## src/rtl/adc_pkg.sv

```systemverilog
// Shared types and widths for the ADC conversion/readout path.
// State encoding, ADC word width and channel index width.
package adc_pkg;

    localparam int ADC_W = 16;
    localparam int CH_W  = 3;

    typedef enum logic [2:0] {
        IDLE,
        CONV_LOW,
        WAIT_BUSY_HI,
        WAIT_BUSY_LO,
        RD_LOW,
        RD_HIGH,
        PERIOD_WAIT
    } adc_rd_state_t;

endpackage

```

## src/rtl/sync_2ff.sv

```systemverilog
// Two-flop synchroniser for a single asynchronous level.
// Output is forced low while reset is asserted.
module sync_2ff (
    input  logic clk,
    input  logic rst,
    input  logic d,
    output logic q
);

    logic meta;

    // Two-stage capture of the asynchronous input
    always_ff @(posedge clk or negedge rst) begin
        if (!rst) begin
            meta <= 1'b0;
            q    <= 1'b0;
        end else begin
            meta <= d;
            q    <= meta;
        end
    end

endmodule

```

## src/rtl/adc_conv_reader.sv

```systemverilog
// Parallel-ADC conversion sequencer and word reader.
// Emits one valid strobe per channel word, frame_done on the last.
module adc_conv_reader
    import adc_pkg::*;
#(
    parameter int          NUM_CH         = 4,
    parameter logic [15:0] SAMPLE_PERIOD  = 16'd270,
    parameter int          CONVST_LOW_CYC = 2,
    parameter int          RD_LOW_CYC     = 2,
    parameter int          RD_HIGH_CYC    = 1,
    parameter logic [7:0]  BUSY_TIMEOUT   = 8'd200
) (
    input  logic             clk,
    input  logic             rst,
    input  logic             enable,
    input  logic             busy,
    input  logic [ADC_W-1:0] db_in,
    input  logic             clear_err,
    output logic             convst,
    output logic             cs_n,
    output logic             rd_n,
    output logic [ADC_W-1:0] sample_data,
    output logic [CH_W-1:0]  sample_ch,
    output logic             sample_valid,
    output logic             frame_done,
    output logic             timeout_err,
    output logic             overrun_err
);

    localparam logic [7:0]      CONV_LAST = 8'(CONVST_LOW_CYC - 1);
    localparam logic [7:0]      RDL_LAST  = 8'(RD_LOW_CYC - 1);
    localparam logic [7:0]      RDH_LAST  = 8'(RD_HIGH_CYC - 1);
    localparam logic [7:0]      TMO_LAST  = BUSY_TIMEOUT - 8'd1;
    localparam logic [15:0]     PER_LAST  = SAMPLE_PERIOD - 16'd1;
    localparam logic [CH_W-1:0] LAST_CH   = CH_W'(NUM_CH - 1);

    adc_rd_state_t   state;
    adc_rd_state_t   state_n;
    logic [7:0]      tcnt;
    logic [15:0]     pcnt;
    logic [CH_W-1:0] ch;
    logic [CH_W-1:0] ch_n;
    logic            busy_s;
    logic            tmo;
    logic            ovr;
    logic            cap;

    sync_2ff u_busy_sync (
        .clk (clk),
        .rst (rst),
        .d   (busy),
        .q   (busy_s)
    );

    // Next-state, channel advance and timeout detection
    always_comb begin
        state_n = state;
        ch_n    = ch;
        tmo     = 1'b0;
        unique case (state)
            IDLE: begin
                if (enable) state_n = CONV_LOW;
            end
            CONV_LOW: begin
                if (tcnt == CONV_LAST) state_n = WAIT_BUSY_HI;
            end
            WAIT_BUSY_HI: begin
                if (busy_s) begin
                    state_n = WAIT_BUSY_LO;
                end else if (tcnt == TMO_LAST) begin
                    tmo     = 1'b1;
                    state_n = PERIOD_WAIT;
                end
            end
            WAIT_BUSY_LO: begin
                if (!busy_s) begin
                    state_n = RD_LOW;
                    ch_n    = '0;
                end else if (tcnt == TMO_LAST) begin
                    tmo     = 1'b1;
                    state_n = PERIOD_WAIT;
                end
            end
            RD_LOW: begin
                if (tcnt == RDL_LAST) state_n = RD_HIGH;
            end
            RD_HIGH: begin
                if (tcnt == RDH_LAST) begin
                    if (ch == LAST_CH) begin
                        state_n = PERIOD_WAIT;
                    end else begin
                        ch_n    = ch + 3'd1;
                        state_n = RD_LOW;
                    end
                end
            end
            PERIOD_WAIT: begin
                if (pcnt == PER_LAST) state_n = enable ? CONV_LOW : IDLE;
            end
            default: state_n = IDLE;
        endcase
    end

    assign ovr = (state != IDLE) && (state != PERIOD_WAIT) && (pcnt == PER_LAST);
    assign cap = (state == RD_LOW) && (tcnt == RDL_LAST);

    // State, per-state timer and channel registers
    always_ff @(posedge clk or negedge rst) begin
        if (!rst) begin
            state <= IDLE;
            tcnt  <= '0;
            ch    <= '0;
        end else begin
            state <= state_n;
            ch    <= ch_n;
            tcnt  <= (state_n != state) ? 8'd0 : tcnt + 8'd1;
        end
    end

    // Period counter: zeroed at each CONVST fall, saturates on overrun
    always_ff @(posedge clk or negedge rst) begin
        if (!rst) begin
            pcnt <= '0;
        end else if (state_n == CONV_LOW && state != CONV_LOW) begin
            pcnt <= '0;
        end else if (state == IDLE) begin
            pcnt <= '0;
        end else if (pcnt != PER_LAST) begin
            pcnt <= pcnt + 16'd1;
        end
    end

    // Registered ADC strobes, sample capture and sticky errors
    always_ff @(posedge clk or negedge rst) begin
        if (!rst) begin
            convst       <= 1'b1;
            cs_n         <= 1'b1;
            rd_n         <= 1'b1;
            sample_data  <= '0;
            sample_ch    <= '0;
            sample_valid <= 1'b0;
            frame_done   <= 1'b0;
            timeout_err  <= 1'b0;
            overrun_err  <= 1'b0;
        end else begin
            convst       <= (state_n != CONV_LOW);
            cs_n         <= !(state_n == RD_LOW || state_n == RD_HIGH);
            rd_n         <= (state_n != RD_LOW);
            sample_valid <= cap;
            frame_done   <= cap && (ch == LAST_CH);
            if (cap) begin
                sample_data <= db_in;
                sample_ch   <= ch;
            end
            timeout_err  <= tmo | (timeout_err & ~clear_err);
            overrun_err  <= ovr | (overrun_err & ~clear_err);
        end
    end

endmodule
```

## config.mk

```make
export PLATFORM = sky130hd
export DESIGN_NAME = adc_conv_reader
export DESIGN_NICKNAME = d
export VERILOG_FILES = /design/src/rtl/adc_pkg.sv /design/src/rtl/sync_2ff.sv /design/src/rtl/adc_conv_reader.sv
export SDC_FILE = /design/constraint.sdc
export NUM_CORES = 1
export LEC_CHECK = 0
export ABC_AREA = 1
export CAP_MARGIN = 20
export CORE_ASPECT_RATIO = 0.7
export CORE_MARGIN = 2
export CORE_UTILIZATION = 57
export DETAILED_ROUTE_END_ITERATION = 10
export PLACE_DENSITY_LB_ADDON = 0.3
export SYNTH_ARGS = -nofsm -noshare
export SYNTH_HDL_FRONTEND = slang
export SYNTH_SLANG_ARGS = --single-unit
```

## constraint.sdc

```tcl
create_clock -name clk -period 4.06 [get_ports clk]
set_input_delay 0.609 -clock clk [delete_from_list [all_inputs] [get_ports clk]]
set_output_delay 0.609 -clock clk [all_outputs]
set_load 0.02 [all_outputs]
```

==> results_dict.tcl <==
set metrics [dict create \
    layout.nets 412 \
    core-area_sq_mm 0.00473 \
    cts_buffers 9 \
    critical_path_buf_inv_count 1 \
    worst_pin_slew_ns 0.717 \
    drtPass1Iterations 4 \
    holdPathStages 0 \
    grt_overflow_total 0 \
    syn_inst 329 \
    fp.dieH_um 62.2 \
    floorplan.die_area_sq_mm 0.00542 \
    arrival_ns 1.44 \
    fillerInstances 372 \
    dpl.hpwl_um 4160 \
    drt_iter0_drc 207 \
    holdBufCountCts 0 \
    grtUsageMet1 0.340 \
    hp-start "u_busy_sync.meta" \
    start_util 0.583 \
    antenna_found_initial 0 \
    ctsResizeCount 0 \
    cts_tree "built" \
    cts_max_path_buffers 2 \
    use_met2 0.403 \
    worst_r2r_startpoint "pcnt[1]" \
    finalCritPeriodShare 0.506 \
    clkLatencyLatePin_ns 0.34 \
    drc 0 \
    grt.total_usage 0.264 \
    htreeDepth 3 \
    synth-seq-cells 58 \
    vdd_drop_max_mv 0.418 \
    io_pins 47 \
    gp_congestion 0.912 \
    maxSlewViolCount 0 \
    rows 21 \
    syn_nets 357 \
    seq_area_frac_synth 0.528 \
    final_util 0.739 \
    grt_most_used_layer "met2" \
    met3_usage 0.0971 \
    required_ns 3.45 \
    wl_per_cell_um 13.9 \
    setup_viol 0 \
    die_w_um 87.1 \
    port_buffers 46 \
    syn_avg_cell_area_sq_um 8.38 \
    hold_viol 0 \
    worstSetupStartpointType "register" \
    finalSetupTns_ns 0 \
    grt_pass1_vias 2464 \
    synthDistinctLibCells 29 \
    yosysWarnings 0 \
    crit_type "register to primary output" \
    slowest_stage "clkdlybuf4s50_1" \
    area_growth_pct 26.8 \
    clock-root-buffer "clkbuf_8" \
    post_cts_buffers 0 \
    antenna_left 0 \
    cts.sinks 58 \
    cap_violations 0 \
    rsz0062_at_grt "false" \
    worstRegToRegCells 11 \
    clock_skew_ns 0.00668 \
    finalCriticalPeriod_ns 2.05 \
    hold_class "register to register" \
    max_freq_mhz 487 \
    relSlewSlack 0.522 \
    path_max_fanout 1 \
    clk_pin_slew_ns 0.07 \
    crit_path_end_kind "primary output" \
    diodes 0 \
    layout-drive-gt1-share 0.0977 \
    max_stage_delay_ns 0.59 \
    path_depth 1 \
    grt_max_degree 59 \
    cp_top_family "buffers and inverters" \
    power_leakage_nw 1.65 \
    vias 2341 \
    viasPerCell 5.25 \
    drt-total-wl_um 6210 \
    powerDensity_mw_per_mm2 675 \
    crit_path_cell_trace "clkdlybuf4s50_1" \
    syn-cell-area_sq_mm 0.00276 \
    outcome "finished, final reports clean" \
    crit_start "cs_n" \
    grt_pass1_wl_um 10900 \
]
-- layout make-up --
class                   instances  area, sq um  area share
clock inverters                 6         80.1      0.0229
multi-input cells             230         1140       0.327
well taps                      57         71.3      0.0204
clock buffers                  10          138      0.0394
repair buffers                 48          470       0.135
flip-flops and latches         58         1460       0.416
inverters                      37          139      0.0397
-- cells by family (layout without fill, tap and decap cells) --
group                    after synthesis  in the layout  share of synthesized area
XOR/XNOR                              13             13                     0.0413
flip-flops                            58             58                      0.528
adder cells (fa/ha/maj)                7              7                     0.0318
buffers and inverters                 41            101                     0.0576
AND/OR/NAND/NOR                      188            188                      0.295
AO/OA/AOI/OAI                         22             22                     0.0463
-- per-stage QoR --
| step | instance area, sq um | instances | power [W] | setup slack (ns) | hold WS (ns) |
|---|---|---|---|---|---|
| global placement | 3280 | 430 | 0.00172 | 2.12 | 0.335 |
| CTS | 3500 | 446 | 0.00237 | 1.98 | 0.358 |
| floorplan | 2760 | 329 | 0.00139 | 2.49 | 0.313 |
| finish | 3500 | 446 | 0.00236 | 2.01 | 0.352 |
| detailed placement | 3280 | 430 | 0.00176 | 1.97 | 0.343 |
| global route | 3500 | 446 | 0.00251 | 1.89 | 0.369 |
-- layer usage --
layer  wire [um]  share of wire  vias up
met1        2840           0.46     1110
met5           0              0        -
met4         103          0.017        0
met2        2870           0.46       76
li1            -              -     1142
met3         396          0.064       13
-- where the power goes --
part / internal (W) / leakage (nW) / switching [W]
registers: 0.000745 / 0.744 / 0.000116
clock network: 0.000358 / 0.116 / 0.000228
logic: 0.000361 / 0.789 / 0.000552
-- state kept, by name, indices dropped and copies added (netlist names) --
signal            flops
pcnt                 16
sample_data          16
tcnt                  8
ch                    3
sample_ch             3
state                 3
convst                1
cs_n                  1
frame_done            1
overrun_err           1
rd_n                  1
sample_valid          1
timeout_err           1
u_busy_sync.meta      1
u_busy_sync.q         1
-- final timing paths --
| kind | to | slack [ns] |
|---|---|---|
| setup reg to reg | convst | 2.12 |
| hold / removal | u_busy_sync.q | 0.35 |
| setup / recovery | cs_n | 2.01 |
| hold reg to reg | u_busy_sync.q | 0.35 |
| max in group asynchronous | u_busy_sync.meta | 3.17 |
| min in group asynchronous | overrun_err | 0.41 |
-- cell usage after synthesis --
cell | instances | area [sq um]
nand4_1 | 7 | 43.8
dfstp_2 | 3 | 78.8
clkinv_1 | 1 | 3.75
nand2_2 | 5 | 31.3
o22ai_1 | 1 | 6.26
nand2_1 | 91 | 342
nor2_2 | 4 | 25.0
dfrtp_1 | 55 | 1380
and3_1 | 1 | 6.26
nor3_2 | 2 | 20.0
or2_2 | 1 | 6.26
inv_1 | 33 | 124
o21ai_0 | 5 | 25.0
o221ai_1 | 1 | 8.76
ha_1 | 7 | 87.6
o32ai_1 | 1 | 8.76
xor2_1 | 10 | 87.6
xnor2_1 | 3 | 26.3
a31oi_1 | 1 | 6.26
nor4_1 | 1 | 6.26
nand3_1 | 14 | 70.1
buf_2 | 4 | 20.0
o21ai_1 | 4 | 20.0
inv_2 | 3 | 11.3
a211oi_1 | 3 | 22.5
nor3_1 | 10 | 50.1
nand4_4 | 1 | 21.3
nor2_1 | 51 | 191
a21oi_1 | 6 | 30.0
-- placed cells by master (no fill, tap or decap), drive strengths merged --
cell	instances
a211oi	3
a21oi	6
a31oi	1
and3	1
buf	3
bufinv	2
clkbuf	10
clkdlybuf4s50	45
clkinv	5
dfrtp	55
dfstp	3
ha	7
inv	36
nand2	96
nand3	14
nand4	8
nor2	55
nor3	12
nor4	1
o21ai	9
o221ai	1
o22ai	1
o32ai	1
or2	1
xnor2	3
xor2	10
Note: power is estimated with default switching activity, not from simulation.
